### src/rtl/adsr_envelope.sv
// ADSR amplitude envelope: gate-driven level generator advancing on a divided tick,
// scaling the incoming 8-bit wave sample by (level+1)/256 with one cycle of latency.
module adsr_envelope #(
  parameter int unsigned TICK_DIV = 50000
) (
  input  logic       clk,
  input  logic       reset,
  input  logic       gate,
  input  logic [7:0] sample_in,
  input  logic [7:0] attack_rate,
  input  logic [7:0] decay_rate,
  input  logic [7:0] sustain_level,
  input  logic [7:0] release_rate,
  output logic [7:0] sample_out,
  output logic [7:0] level,
  output logic       active
);

  localparam int unsigned DATA_W = 8;
  localparam logic [15:0] TICK_LAST = 16'(TICK_DIV - 1);

  typedef enum logic [2:0] {IDLE, ATTACK, DECAY, SUSTAIN, RELEASE} state_t;

  state_t            state, state_next;
  logic [15:0]       tick_cnt;
  logic              tick;
  logic              gate_q;
  logic              rise;
  logic [DATA_W-1:0] level_next;
  logic [DATA_W-1:0] sample_p1;

  function automatic logic [DATA_W-1:0] sat_add(input logic [DATA_W-1:0] a,
                                                input logic [DATA_W-1:0] b);
    logic [DATA_W:0] s;
    s = {1'b0, a} + {1'b0, b};
    return s[DATA_W] ? {DATA_W{1'b1}} : s[DATA_W-1:0];
  endfunction

  // Subtract with a lower clamp; extra sign bits keep underflow visible.
  function automatic logic [DATA_W-1:0] floor_sub(input logic [DATA_W-1:0] a,
                                                  input logic [DATA_W-1:0] b,
                                                  input logic [DATA_W-1:0] floor);
    logic signed [DATA_W+1:0] d;
    d = $signed({2'b00, a}) - $signed({2'b00, b});
    if (d < $signed({2'b00, floor})) return floor;
    return d[DATA_W-1:0];
  endfunction

  function automatic logic [DATA_W-1:0] scale(input logic [DATA_W-1:0] s,
                                              input logic [DATA_W-1:0] lv);
    logic [2*DATA_W:0] p;
    p = (2*DATA_W+1)'(s) * (2*DATA_W+1)'({1'b0, lv} + 9'd1);
    return DATA_W'(p >> DATA_W);
  endfunction

  assign tick = (tick_cnt == TICK_LAST);
  assign rise = gate & ~gate_q;

  always_ff @(posedge clk) begin
    if (reset || tick) tick_cnt <= '0;
    else               tick_cnt <= tick_cnt + 16'd1;
  end

  always_comb begin
    state_next = state;
    level_next = level;
    if (rise) begin
      state_next = ATTACK;
    end else if (!gate && (state == ATTACK || state == DECAY || state == SUSTAIN)) begin
      state_next = RELEASE;
    end else if (tick) begin
      case (state)
        ATTACK: begin
          level_next = (attack_rate == '0) ? {DATA_W{1'b1}} : sat_add(level, attack_rate);
          if (level_next == {DATA_W{1'b1}}) state_next = DECAY;
        end
        DECAY: begin
          level_next = (decay_rate == '0) ? sustain_level
                                          : floor_sub(level, decay_rate, sustain_level);
          if (level_next == sustain_level) state_next = SUSTAIN;
        end
        SUSTAIN: level_next = sustain_level;
        RELEASE: begin
          level_next = (release_rate == '0) ? '0 : floor_sub(level, release_rate, '0);
          if (level_next == '0) state_next = IDLE;
        end
        IDLE:    level_next = '0;
        default: begin
          state_next = IDLE;
          level_next = '0;
        end
      endcase
    end
  end

  always_ff @(posedge clk) begin
    if (reset) begin
      state  <= IDLE;
      level  <= '0;
      active <= 1'b0;
      gate_q <= 1'b0;
    end else begin
      state  <= state_next;
      level  <= level_next;
      active <= (state_next != IDLE);
      gate_q <= gate;
    end
  end

  // Output stage p1: scale by the level currently held in the register.
  always_ff @(posedge clk) begin
    if (reset || state == IDLE) sample_p1 <= '0;
    else                        sample_p1 <= scale(sample_in, level);
  end

  assign sample_out = sample_p1;

endmodule

### config.mk
export PLATFORM = sky130hd
export DESIGN_NAME = adsr_envelope
export DESIGN_NICKNAME = d
export VERILOG_FILES = /design/src/rtl/adsr_envelope.sv
export SDC_FILE = /design/constraint.sdc
export NUM_CORES = 1
export LEC_CHECK = 0
export ABC_AREA = 1
export BUFFER_PORTS_ARGS = -buffer_cell sky130_fd_sc_hd__buf_2
export CORE_MARGIN = 2
export CORE_UTILIZATION = 50
export CTS_BUF_LIST = sky130_fd_sc_hd__clkbuf_4 sky130_fd_sc_hd__clkbuf_8
export CTS_CLUSTER_DIAMETER = 80
export DETAILED_ROUTE_END_ITERATION = 12
export HOLD_SLACK_MARGIN = 0.02
export PLACE_DENSITY_LB_ADDON = 0.2
export SYNTH_ARGS = -nofsm -noshare
export SYNTH_HDL_FRONTEND = slang
export SYNTH_SLANG_ARGS = --single-unit
export TNS_END_PERCENT = 50
### constraint.sdc
create_clock -name clk -period 10.1 [get_ports clk]
set_input_delay 1.01 -clock clk [delete_from_list [all_inputs] [get_ports clk]]
set_output_delay 1.01 -clock clk [all_outputs]
set_load 0.03 [all_outputs]
# Word-level counts from Yosys, hierarchy flattened
# Cells that the tools add are included.
# totals
ff_bits,37
input_bits,43
out_inout_bits,17
wordCells,73
# classes
n_addsub,5
multipliers,1
order_cmp,2
n_eq_ne,7
mux,34
bitwise_logic,4
reduce_logical,14
# ops
op,n
2-to-1 mux 8 bit,16
logical NOT 8 bit,4
one-hot mux 8 bit (4 select lines),1
2-to-1 mux 3 bit,6
subtractor 8 x 8 -> 9 bit,2
"adder 16 x 1 -> 16 bit, second input constant",1
"equality test 16 bit, second input constant",1
multiplier 8 x 9 -> 16 bit,1
one-hot mux 3 bit (4 select lines),1
2-to-1 mux 1 bit,10
"adder 8 x 1 -> 9 bit, second input constant",1
adder 8 x 8 -> 9 bit,1
"< comparator 9 x 1 -> 1 bit, second input constant",1
< comparator 9 bit,1
equality test 8 bit,1
"equality test 8 bit, second input constant",1
"equality test 3 x 2 -> 1 bit, second input constant",2
logical OR 1 bit,4
"equality test 3 x 1 -> 1 bit, second input constant",1
"equality test 3 bit, second input constant",1
logical NOT 3 bit,1
inverter 1 bit,3
AND reduction 3 bit,1
nonzero test 3 bit,1
4 further kinds,4

# Longest topological paths before layout
# Gate-level depths: netlist (run 1).
# depth
ltp_word,20
ltp_mapped,28

# Worst setup path after synthesis (run 1)
# OpenSTA, ideal clock, no wires.
# synth_path
path_type,register to register
start,register level[1]
end,"register sample_p1[6], in the netlist sample_out[6]"
setup_ns,0.070
arrival_ns,4.640
required_time_ns,10.030
path_slack_ns,5.390
path_stages_with_launch,22
n_path_buf,0
synth_period_minus_slack_ns,4.710
path_cell_list,dfxtp_1 -> ha_1 -> nand4_1 -> nor3_1 -> inv_1 -> nand2_1 -> nor2_1 -> fa_1 -> inv_1 -> fa_1 -> fa_1 -> inv_1 -> fa_1 -> ha_1 -> a21oi_1 -> o21ai_2 -> nand2_1 -> nand2_1 -> nand2_1 -> o211ai_1 -> or2_1 -> a21oi_1
# synth_between
elab_chain_len,2
# synth_lines
item,line_no,source
"start, declared",15,"output logic [7:0] level,"
"start signal, assigned",104,level <= level_next;
adder 8 x 1 -> 9 bit,52,"p = (2*DATA_W+1)'(s) * (2*DATA_W+1)'({1'b0, lv} + 9'd1);"
multiplier 8 x 9 -> 16 bit,52,
"end signal, assigned",113,"else sample_p1 <= scale(sample_in, level);"
"end, declared",30,logic [DATA_W-1:0] sample_p1;
# No other way between the ends.
# A chain may end at the register's enable or synchronous reset.

# Final worst setup path (run 1)
# layout_path
start,register level[1]
end,"register sample_p1[4], in the netlist sample_out[4]"
# Same word-level chain as after synthesis.

==> results of run 1 <==
critical path: cells and delay by family, from the launching register on:
| kind | cells | cell delay, ns |
|---|---|---|
| AOI/OAI and AO/OA | 3 | 0.48 |
| adders and majority gates | 6 | 2.59 |
| buffers and inverters | 3 | 0.19 |
| DFF | 1 | 0.60 |
| and+or+nand+nor | 10 | 1.09 |
how the worst max path moves through the flow:
stage	from	end	slack (ns)
floorplan	level[1]	sample_out[6]	5.39
global placement	level[1]	sample_out[4]	5.22
detailed placement	level[1]	sample_out[4]	5.11
CTS	level[1]	sample_out[4]	5.09
global route	level[1]	sample_out[5]	4.66
finish	level[1]	sample_out[4]	5.07
sequential cells by signal, indices dropped and copies added, names as in the netlist:
name        cells
tick_cnt       16
state           3
level           8
gate_q          1
active          1
sample_out      8
logic make-up after synthesis:
family / share of synthesized area (%)
AND/OR/NAND/NOR: 29.65
buffers and inverters: 12.42
adder cells (fa/ha/maj): 30.38
AO/OA/AOI/OAI: 11.08
flip-flops: 13.44
XOR/XNOR: 3.020
power groups by stage:
stage	clock (uW)	sequential (uW)	combinational [uW]
finish	137	149	78.1
global route	148	150	90.4
CTS	138	149	77.7
detailed placement	0	153	77.2
global placement	0	152	75.0
floorplan	0	153	51.1
routing by layer:
| metal | up-vias | wire length, um | share of wire (%) | global-route usage (%) |
|---|---|---|---|---|
| met5 | - | 0 | 0 | 0 |
| met4 | 0 | 283 | 2.0 | 6.593 |
| met3 | 22 | 494 | 3.6 | 2.212 |
| met2 | 128 | 7029 | 51 | 44.81 |
| met1 | 2464 | 6029 | 44 | 30.95 |
| li1 | 2730 | - | - | - |
layout by cell type, fill, tap and decap left out, types with 3 or more instances in the layout:
| cell type | n |
|---|---|
| a21o_1 | 3 |
| a21oi_1 | 46 |
| buf_2 | 59 |
| clkbuf_8 | 5 |
| dfxtp_1 | 37 |
| fa_1 | 43 |
| ha_1 | 65 |
| inv_1 | 167 |
| nand2_1 | 178 |
| nand2_2 | 4 |
| nand3_1 | 26 |
| nand3b_1 | 3 |
| nand4_1 | 33 |
| nor2_1 | 97 |
| nor3_1 | 13 |
| nor3b_1 | 4 |
| nor4_1 | 5 |
| o211ai_1 | 4 |
| o21ai_0 | 21 |
| o21ai_1 | 13 |
| o21bai_1 | 4 |
| o22ai_1 | 4 |
| xnor2_1 | 3 |
| xor2_1 | 16 |
stage by stage:
step	total power (uW)	setup slack [ns]	std cells
after floorplan	204.4	5.390	821
after global placement	227.5	5.217	1012
after detailed placement	229.9	5.112	1012
after CTS	365.3	5.090	1020
after global routing	387.4	4.665	1020
final	363.9	5.073	1020
cell type report:
| cell class | count | area, um^2 | area share, % |
|---|---|---|---|
| clock inverter | 2 | 38.79 | 0.6416 |
| inverter | 169 | 634.4 | 10.49 |
| multi-input combinational | 607 | 4085 | 67.57 |
| clock buffer | 6 | 76.32 | 1.262 |
| timing repair buffer | 59 | 295.3 | 4.884 |
| tap | 140 | 175.2 | 2.897 |
| sequential | 37 | 740.7 | 12.25 |
==> results.md, run 1 <==
- CP endpoint kind: flop
- WL final: 13840 um
- Max-Slew Margin vs Limit: 49.23%
- Final min period: 5.027 ns
- Slowest CP cell: dfxtp_1
- Drt first pass iters: 5
- # DRC: 0
- Routed Antenna Nets: 0
- Total CTS buffers: 5
- Io pins: 60
- Psw: 111.8 uW
- CTS tree: yes
- Synth area leaders: fa_1, ha_1, dfxtp_1
- FF-to-FF End: sample_out[4]
- Num rows: 38
- Least-Margin Pin Slew: 0.7616 ns
- DRT iter0 DRCs: 262
- Critical Path RT: 10.32 ns
- Syn Std Cell Area: 5510 um^2
- Reg-to-reg slack, setup: 5.07 ns
- Count of unique library cells instantiated by Yosys: 45
- Post-cts sizing count: 0
- FILL cells: 1075
- Hold EP: tick_cnt[0]
- Primary FF master, synth: dfxtp_1
- Crit share post-route: 49.77%
- Post-CTS Setup Bufs: 0
- Gate Count Post-Synth: 821
- Critical R2R Launch: level[1]
- Share of the synthesized area in the top cell type: 15.62%
- Comb pwr share: 21.5%
- Core box area: 10790 um^2
- Crit-path cells: ha_1, nand4_1, nor3_1, inv_1, nand2_1, nor2_1, fa_1, inv_1, fa_1, fa_1, inv_1, fa_1, ha_1, nand2_1, o21ai_2, nand2_1, nand2_1, nand2_1, nand2_2, nand2_1, a21o_1, a21oi_1
- Setup violators final: 0
- Leading area contributor after synthesis: fa_1
- Slowest stage delay, CP: 0.60 ns
- Initial Util: 51.05%
- First-pass GRT wire length: 23610 um
- Synth cell count leaders: nand2_1, inv_1, nor2_1
- Hold crit path type: flop to flop
- Post-synth EDFFs: 0
- Clock sinks: 37
- Syn Nets: 972
- Clock Tree Buf Depth: 2
- Fmax: 0.1989 GHz
- Inserted Diodes: 0
- Switching share of power: 30.71%
- Worst min-delay path startpoint: tick_cnt[0]
- Core Util, Final: 56.02%
- # hold bufs at CTS: 0
- Pwr/cell area: 60.19 nW/um^2
- Antenna violations before repair: 0
- Placed inst area: 5931 um^2
- Post-synthesis sequential area ratio: 13.44%
- Peak supply drop: 0.00006992 V
- Status: completed
- Crit-path most repeated cell: nand2_1
- Arr. time, crit path: 5.25 ns
- #FFs+latches synth: 37
- Clock Skew: 0.006467 ns
- Cell-internal power: 252.1 uW
- P&R area growth vs syn: 9.718%
- Latest clock arrival within the worst-skew pair: 0.29 ns
- Hold depth: 1
- CP Class: flop to flop
- Vias in the first global route: 5320
- Final nets: 1030
- Layout cell share with drive strength beyond 1: 9.432%
- DIE WIDTH: 109.0 um
- Design area: 6046 um^2
- Count leader, synth: nand2_1
- Fin. Hold Viols: 0
- Max Cap Viol: 0
- DR vias/cell: 5.239
- Crit-path max FO: 9
- Die area: 11880 um^2
- Grt ovf: 0
- Clock transition at path regs: 0.08 ns
- Setup crit start kind: flop
- WHS: 0.4557 ns
- Share of power burned in registers: 41.0%
- Hpwl dp: 11450 um
- Root buf cell: clkbuf_8
- YS warnings: 0
- Vias: 5344
- Largest net degree at the start of global routing: 17
- Buffers on Ports: 59
- Fin. max-slew vios: 0
- Async set-reset flop share out of synthesis: 0%
- Leakage: 0.003264 uW
- Setup total negative slack: 0 ns
- Htree depth: 2
- Synth Area per Inst: 6.712 um^2
- RSZ-0062 raised after global routing: false
- GP Congestion: 0.9210
- Gr usage total: 24.61%
- Register-to-Register Path Depth: 22
- DR WL/cell: 13.56 um
- Die height: 109.0 um
- Clock network power share: 37.5%
Power figures use the tool's default switching activity.
==> run 2: changes to the inputs <==
Settings changed: ABC_AREA 1 to 0.
Clock period 10.1 ns to 4.77 ns, I/O delays scaled along.
==> run 2 against run 1 <==
Global-route usage up 0.44 points. Clock skew up 0.0030 ns. Sequential share of layout area down 0.48 points. Critical path type unchanged. Highest routed layer unchanged.
==> results.md, run 2 <==
- Syn Nets: 802 (was 972)
- Core box area: 10230 um^2 (was 10790 um^2)
- YS warnings: 0 (unchanged)
- Layout cell share with drive strength beyond 1: 23.02% (was 9.432%)
- Design area: 6411 um^2 (was 6046 um^2)
- Vias in the first global route: 4797 (was 5320)
- Count leader, synth: inv_1 (was nand2_1)
- Critical Path RT: 4.94 ns (was 10.32 ns)
- Final min period: 4.696 ns (was 5.027 ns)
- Syn Std Cell Area: 5223 um^2 (was 5510 um^2)
- Fin. Hold Viols: 0 (unchanged)
- DIE WIDTH: 106.2 um (was 109.0 um)
- RSZ-0062 raised after global routing: true (was false)
- Die height: 106.2 um (was 109.0 um)
- Max reg flops: 16 (unchanged)
- Synth Area per Inst: 8.022 um^2 (was 6.712 um^2)
- Synth cell count leaders: inv_1, ha_1, nand2_1 (was nand2_1, inv_1, nor2_1)
- Leakage: 0.003113 uW (was 0.003264 uW)
- Async set-reset flop share out of synthesis: 0% (unchanged)
- Post-synthesis sequential area ratio: 14.18% (was 13.44%)
- Inserted Diodes: 0 (unchanged)
- DR WL/cell: 15.84 um (was 13.56 um)
- WHS: 0.4460 ns (was 0.4557 ns)
- Synth area leaders: fa_1, ha_1, dfxtp_1 (unchanged)
- Leading area contributor after synthesis: fa_1 (unchanged)
- Final nets: 906 (was 1030)
- Cell-internal power: 483.8 uW (was 252.1 uW)
- Max-Slew Margin vs Limit: 44.22% (was 49.23%)
- Post-synth EDFFs: 0 (unchanged)
- GP Congestion: 0.9020 (was 0.9210)
- DRT iter0 DRCs: 240 (was 262)
- Antenna violations before repair: 0 (unchanged)
- P&R area growth vs syn: 22.76% (was 9.718%)
- # hold bufs at CTS: 0 (unchanged)
- Root buf cell: clkbuf_8 (unchanged)
- Placed inst area: 6005 um^2 (was 5931 um^2)
- Most common cell after layout, fill and taps aside: inv_1 (was nand2_1)
- Total CTS buffers: 5 (unchanged)
- Share of power burned in registers: 44.0% (was 41.0%)
- Num rows: 37 (was 38)
- Share of the synthesized area in the top cell type: 16.48% (was 15.62%)
- Fin. max-slew vios: 0 (unchanged)
- Drt first pass iters: 5 (unchanged)
- Clock transition at path regs: 0.09 ns (was 0.08 ns)
- Routed Antenna Nets: 0 (unchanged)
- Initial Util: 51.05% (about the same)
- First-pass GRT wire length: 22760 um (was 23610 um)
- Switching share of power: 32.24% (was 30.71%)
- WL final: 14130 um (was 13840 um)
- Peak supply drop: 0.0001239 V (was 0.00006992 V)
- Clock network power share: 32.8% (was 37.5%)
- Gate Count Post-Synth: 651 (was 821)
- Clock Tree Buf Depth: 2 (unchanged)
- Grt ovf: 0 (unchanged)
- CP endpoint kind: flop (unchanged)
- #FFs+latches synth: 37 (unchanged)
- Setup crit start kind: flop (unchanged)
- CTS tree: yes (unchanged)
- Max Cap Viol: 0 (unchanged)
- Total chip power: 714.0 uW (was 363.9 uW)
- Crit share post-route: 98.45% (was 49.77%)
- Clock sinks: 37 (unchanged)
- Comb pwr share: 23.1% (was 21.5%)
- Most frequent cells in the layout: inv_1, ha_1, buf_2 (was nand2_1, inv_1, nor2_1)
- Vias: 4921 (was 5344)
- Die area: 11280 um^2 (was 11880 um^2)
- Largest net degree at the start of global routing: 17 (unchanged)
- Crit-path max FO: 5 (was 9)
- Htree depth: 2 (unchanged)
- Clock Skew: 0.009433 ns (was 0.006467 ns)
- Status: completed (unchanged)
- Io pins: 60 (unchanged)
- Gr usage total: 25.05% (was 24.61%)
- Setup violators final: 0 (unchanged)
- Count of unique library cells instantiated by Yosys: 55 (was 45)
- Fmax: 0.2130 GHz (was 0.1989 GHz)
- Hpwl dp: 11110 um (was 11450 um)
- Core Util, Final: 62.66% (was 56.02%)
- Psw: 230.2 uW (was 111.8 uW)
- DR vias/cell: 5.517 (was 5.239)
- CP Class: flop to flop (unchanged)
- FILL cells: 877 (was 1075)
- Primary FF master, synth: dfxtp_1 (unchanged)
- Hold crit path type: input pin to flop (was flop to flop)
- Pwr/cell area: 111.4 nW/um^2 (was 60.19 nW/um^2)
- Arr. time, crit path: 4.87 ns (was 5.25 ns)
- # DRC: 0 (unchanged)
- Latest clock arrival within the worst-skew pair: 0.30 ns (was 0.29 ns)
- Buffers on Ports: 59 (unchanged)
- Largest register by flop count: tick_cnt (unchanged)
- Least-Margin Pin Slew: 0.8157 ns (was 0.7616 ns)
-- run 2: changes by cell type in the layout (fill, tap and decap cells not counted), moves of 22 or more --
cell / change
and2_1: +22
nor2_1: -51
nand4_1: -30
nand2_1: -123
buf_4: +48
xnor2_1: +25
inv_1: -85
-- run 2: kinds of logic (layout without fill, tap and decap cells) --
kind of cell	count (synthesis)	count (layout)	synth area share (%)
muxes	1	1	0.1917
buffers and inverters	99	204	7.116
and+or+nand+nor	225	225	21.73
DFF	37	37	14.18
AOI/OAI and AO/OA	132	132	16.24
adders and majority gates	108	108	32.06
xor gates and xnor gates	49	49	8.481
-- run 2: worst max-delay path, stage by stage (launching register included) --
cell      delay [ns]
dfxtp_4         0.40
and3_4          0.21
nand3_4         0.11
xnor2_4         0.22
nand2_1         0.11
fa_1            0.47
fa_1            0.52
inv_1           0.05
fa_1            0.52
fa_1            0.42
ha_2            0.21
buf_4           0.14
buf_4           0.13
nor2_2          0.18
o31ai_4         0.13
a211oi_4        0.30
nor2b_2         0.08
nor2_1          0.13
xor2_1          0.16
nor2_1          0.06
-- run 2: area by class of cell --
class	instances	area, um^2	area share, %
clock buffers	5	68.82	1.073
inverters	86	322.8	5.035
multi-input cells	515	4384	68.38
clock inverters	3	21.27	0.3318
flip-flops and latches	37	754.5	11.77
repair buffers	110	689.4	10.75
well taps	136	170.2	2.654
-- run 2: power by group through the flow --
stage          registers, uW  logic, uW  clock network [uW]
3_3_place_gp             322        155                   0
5_1_grt                  315        183                 251
3_5_place_dp             322        159                   0
4_1_cts                  315        161                 241
6_report                 314        165                 234
2_1_floorplan            323        101                   0
-- run 2: what timing repair did --
action	4_1_cts	5_1_grt
endpoints found under the setup margin	5	5
pin swaps	9	40
setup buffers	4	7
resized for setup	13	36
-- run 2: worst paths after layout --
| check | depth (start not counted) | end | slack (ns) | from |
|---|---|---|---|---|
| setup / recovery | 19 | sample_out[6] | 0.07 | level[1] |
| hold / removal | 3 | level[3] | 0.45 | sustain_level[3] |
| setup reg to reg | 19 | sample_out[6] | 0.07 | level[1] |
| hold reg to reg | 1 | tick_cnt[0] | 0.46 | tick_cnt[0] |
-- run 2: per-layer routing --
metal  global-route usage (%)  up-vias  routed length, um
met3                    2.820       24                535
li1                         -     2414                  -
met5                        0        -                  0
met2                    43.77      114               7103
met1                    33.04     2369               6217
met4                    6.203        0                274
-- run 2: through the flow --
| stage | TNS [ns] | std cells | setup WS (ns) |
|---|---|---|---|
| floorplan | -0.005299 | 651 | -0.005299 |
| CTS | 0 | 887 | 0.01243 |
| finish | 0 | 892 | 0.07417 |
| detailed placement | -0.6413 | 875 | -0.2613 |
| global route | -0.3386 | 892 | -0.1213 |
| global placement | -0.2417 | 875 | -0.1272 |
==> run 3: changes to the inputs <==
Settings changed: CORE_MARGIN 2 to default.
Clock period 4.77 ns to 4.4 ns, I/O delays scaled along.
==> run 3 against run 2 <==
The flow now finishes with violations (setup timing). Sequential cell count did not move. Design area rose by 2.6%. Core utilization rose by 3.4 points. Non-clock buffer count rose by 11. Die area fell by 3.7%. Sequential share of layout area fell by 0.24 points. Register-to-register slack got worse by 0.36 ns. Clock skew rose by 0.0041 ns. Worst setup slack got worse by 0.36 ns. Critical path depth fell by 2. Critical endpoint unchanged. Largest cell class unchanged. Largest power group unchanged.
==> results.md, run 3 (synthesized netlist as in run 2, its figures left out) <==
- Status: finished with violations (was completed)
- Violated checks: setup timing
- FILL cells: 847 (was 877)
- Max reg flops: 16 (unchanged)
- Antenna violations before repair: 0 (unchanged)
- Setup violators final: 5 (was 0)
- Htree depth: 2 (unchanged)
- Io pins: 60 (unchanged)
- Buffers on Ports: 59 (unchanged)
- DIE WIDTH: 104.2 um (was 106.2 um)
- Slowest stage delay, CP: 0.54 ns (was 0.52 ns)
- FF-to-FF End: sample_out[6] (unchanged)
- Max Cap Viol: 0 (unchanged)
- First-pass GRT wire length: 23290 um (was 22760 um)
- Most common cell after layout, fill and taps aside: inv_1 (unchanged)
- Gr usage total: 26.04% (was 25.05%)
- Hpwl dp: 10950 um (was 11110 um)
- Slowest CP cell: fa_1 (unchanged)
- Fin. max-slew vios: 0 (unchanged)
- Vias: 4947 (was 4921)
- Total CTS buffers: 5 (unchanged)
- Layout cell share with drive strength beyond 1: 25.16% (was 23.02%)
- Crit-path most repeated cell: fa_1 (unchanged)
- Vias in the first global route: 5005 (was 4797)
- Hold depth: 3 (unchanged)
- Clock transition at path regs: 0.08 ns (was 0.09 ns)
- GP Congestion: 0.8862 (was 0.9020)
- CP Depth: 17 (was 19)
- Place WS: -0.4582 ns (was -0.2613 ns)
- DR WL/cell: 15.02 um (was 15.84 um)
- Final min period: 4.684 ns (was 4.696 ns)
- Crit-path max FO: 7 (was 5)
- Clock network power share: 32.0% (was 32.8%)
- Hold EP: level[4] (was level[3])
- Reg-to-reg slack, setup: -0.28 ns (was 0.07 ns)
- Total chip power: 768.9 uW (was 714.0 uW)
- # DRC: 0 (unchanged)
- Latest clock arrival within the worst-skew pair: 0.29 ns (was 0.30 ns)
- Register-to-Register Path Depth: 17 (was 19)
- Crit share post-route: 106.5% (was 98.45%)
- Critical path origin: level[1] (unchanged)
- Least-Margin Pin Slew: 0.7514 ns (was 0.8157 ns)
- Hold crit path type: input pin to flop (unchanged)
- Worst Path Buf+Inv: 1 (was 3)
- Sequential Area: 758.2 um^2 (was 754.5 um^2)
- Fin. Hold Viols: 0 (unchanged)
- DR vias/cell: 5.497 (was 5.517)
- CP endpoint kind: flop (unchanged)
- Final nets: 917 (was 906)
- Clock sinks: 37 (unchanged)
- Cell-internal power: 530.7 uW (was 483.8 uW)
- P&R area growth vs syn: 25.90% (was 22.76%)
- Setup crit start kind: flop (unchanged)
- Pwr/cell area: 116.9 nW/um^2 (was 111.4 nW/um^2)
- Die area: 10860 um^2 (was 11280 um^2)
- Fin worst setup slack: -0.2838 ns (was 0.07417 ns)
- Critical R2R Launch: level[1] (unchanged)
- Most frequent cells in the layout: inv_1, buf_4, buf_2 (was inv_1, ha_1, buf_2)
- Switching share of power: 30.98% (was 32.24%)
- Die height: 104.2 um (was 106.2 um)
- Share of power burned in registers: 44.3% (was 44.0%)
- Root buf cell: clkbuf_8 (unchanged)
- Critical Path RT: 4.55 ns (was 4.94 ns)
- Peak supply drop: 0.0001041 V (was 0.0001239 V)
- Setup total negative slack: -0.8946 ns (was 0 ns)
- Core box area: 9955 um^2 (was 10230 um^2)
- Psw: 238.2 uW (was 230.2 uW)
- Core Util, Final: 66.05% (was 62.66%)
- Clock Skew: 0.01356 ns (was 0.009433 ns)
- Crit-path cells: ha_4, xor2_4, nand2_2, fa_1, fa_1, inv_1, fa_1, fa_1, ha_2, a2111oi_4, o41a_1, o31ai_4, a211oi_2, nor2b_1, nor2_1, xor2_1, nor2_1 (was and3_4, nand3_4, xnor2_4, nand2_1, fa_1, fa_1, inv_1, fa_1, fa_1, ha_2, buf_4, buf_4, nor2_2, o31ai_4, a211oi_4, nor2b_2, nor2_1, xor2_1, nor2_1)
- Clock Tree Buf Depth: 2 (unchanged)
- RSZ-0062 raised after global routing: true (unchanged)
- CP Class: flop to flop (unchanged)
- Largest net degree at the start of global routing: 17 (unchanged)
- Leakage: 0.003183 uW (was 0.003113 uW)
- Fmax: 0.2135 GHz (was 0.2130 GHz)
- Drt first pass iters: 5 (unchanged)
- DRT iter0 DRCs: 273 (was 240)
- Routed Antenna Nets: 0 (unchanged)
- WHS: 0.4036 ns (was 0.4460 ns)
- Grt ovf: 0 (unchanged)
- Num rows: 36 (was 37)
- CTS tree: yes (unchanged)
- Max-Slew Margin vs Limit: 49.80% (was 44.22%)
- WL final: 13510 um (was 14130 um)
- Largest register by flop count: tick_cnt (unchanged)
- Arr. time, crit path: 4.83 ns (was 4.87 ns)
- Worst min-delay path startpoint: sustain_level[4] (was sustain_level[3])
- Crit path max-delay family: adder cells (unchanged)
- Multi-input logic area: 4477 um^2 (was 4384 um^2)
- Initial Util: 52.46% (was 51.05%)
- Inserted Diodes: 0 (unchanged)
- Comb pwr share: 23.7% (was 23.1%)
-- run 3: cell types whose count changed in the layout (fill, tap and decap cells not counted), sizes merged --
cell	change
buf	+11
clkbuf	+1
clkinv	+1
clkinvlp	-1
inv	-1
-- run 3: power groups by stage --
stage,sequential (uW),combinational (uW),clock [uW]
global route,341,205,267
floorplan,350,109,0
CTS,340,175,255
detailed placement,349,173,0
global placement,349,168,0
finish,340,182,246
-- run 3: area by class of cell --
type | instances | share of cell area (%)
multi-input cells | 515 | 68.09
repair buffers | 121 | 11.63
flip-flops and latches | 37 | 11.53
inverters | 86 | 4.910
well taps | 133 | 2.531
clock buffers | 6 | 1.161
clock inverters | 2 | 0.1522
-- run 3: stage by stage --
| stage | instance area, um^2 | instances |
|---|---|---|
| finish | 6575 | 900 |
| global route | 6575 | 900 |
| CTS | 6420 | 893 |
| detailed placement | 6180 | 878 |
| global placement | 6180 | 878 |
| floorplan | 5416 | 651 |
-- run 3: tightest hold or removal path: cells and delay by family --
kind | cells | cell delay, ns
buf+inv | 1 | 0.11
compound gates | 2 | 0.11
-- run 3: worst max path at each step --
stage                    end  slack (ns)
6_report       sample_out[6]       -0.28
2_1_floorplan  sample_out[6]       -0.18
3_5_place_dp   sample_out[6]       -0.46
3_3_place_gp   sample_out[6]       -0.25
5_1_grt        sample_out[6]       -0.50
4_1_cts        sample_out[6]       -0.27
-- run 3: per-layer routing --
layer  wire length, um  up-vias  GRT usage, %  share of wire (%)
li1                  -     2431             -                  -
met1              6164     2371         35.20                 46
met2              6554      129         44.81                 48
met3               617       16         2.694                4.6
met4               177        0         5.714                1.3
met5                 0        -             0                  0
-- run 3: timing repair --
action,CTS,global route
pin swaps,20,19
buffers inserted,7,9
hold buffers,0,0
resized for setup,16,26
endpoints found under the setup margin,7,17
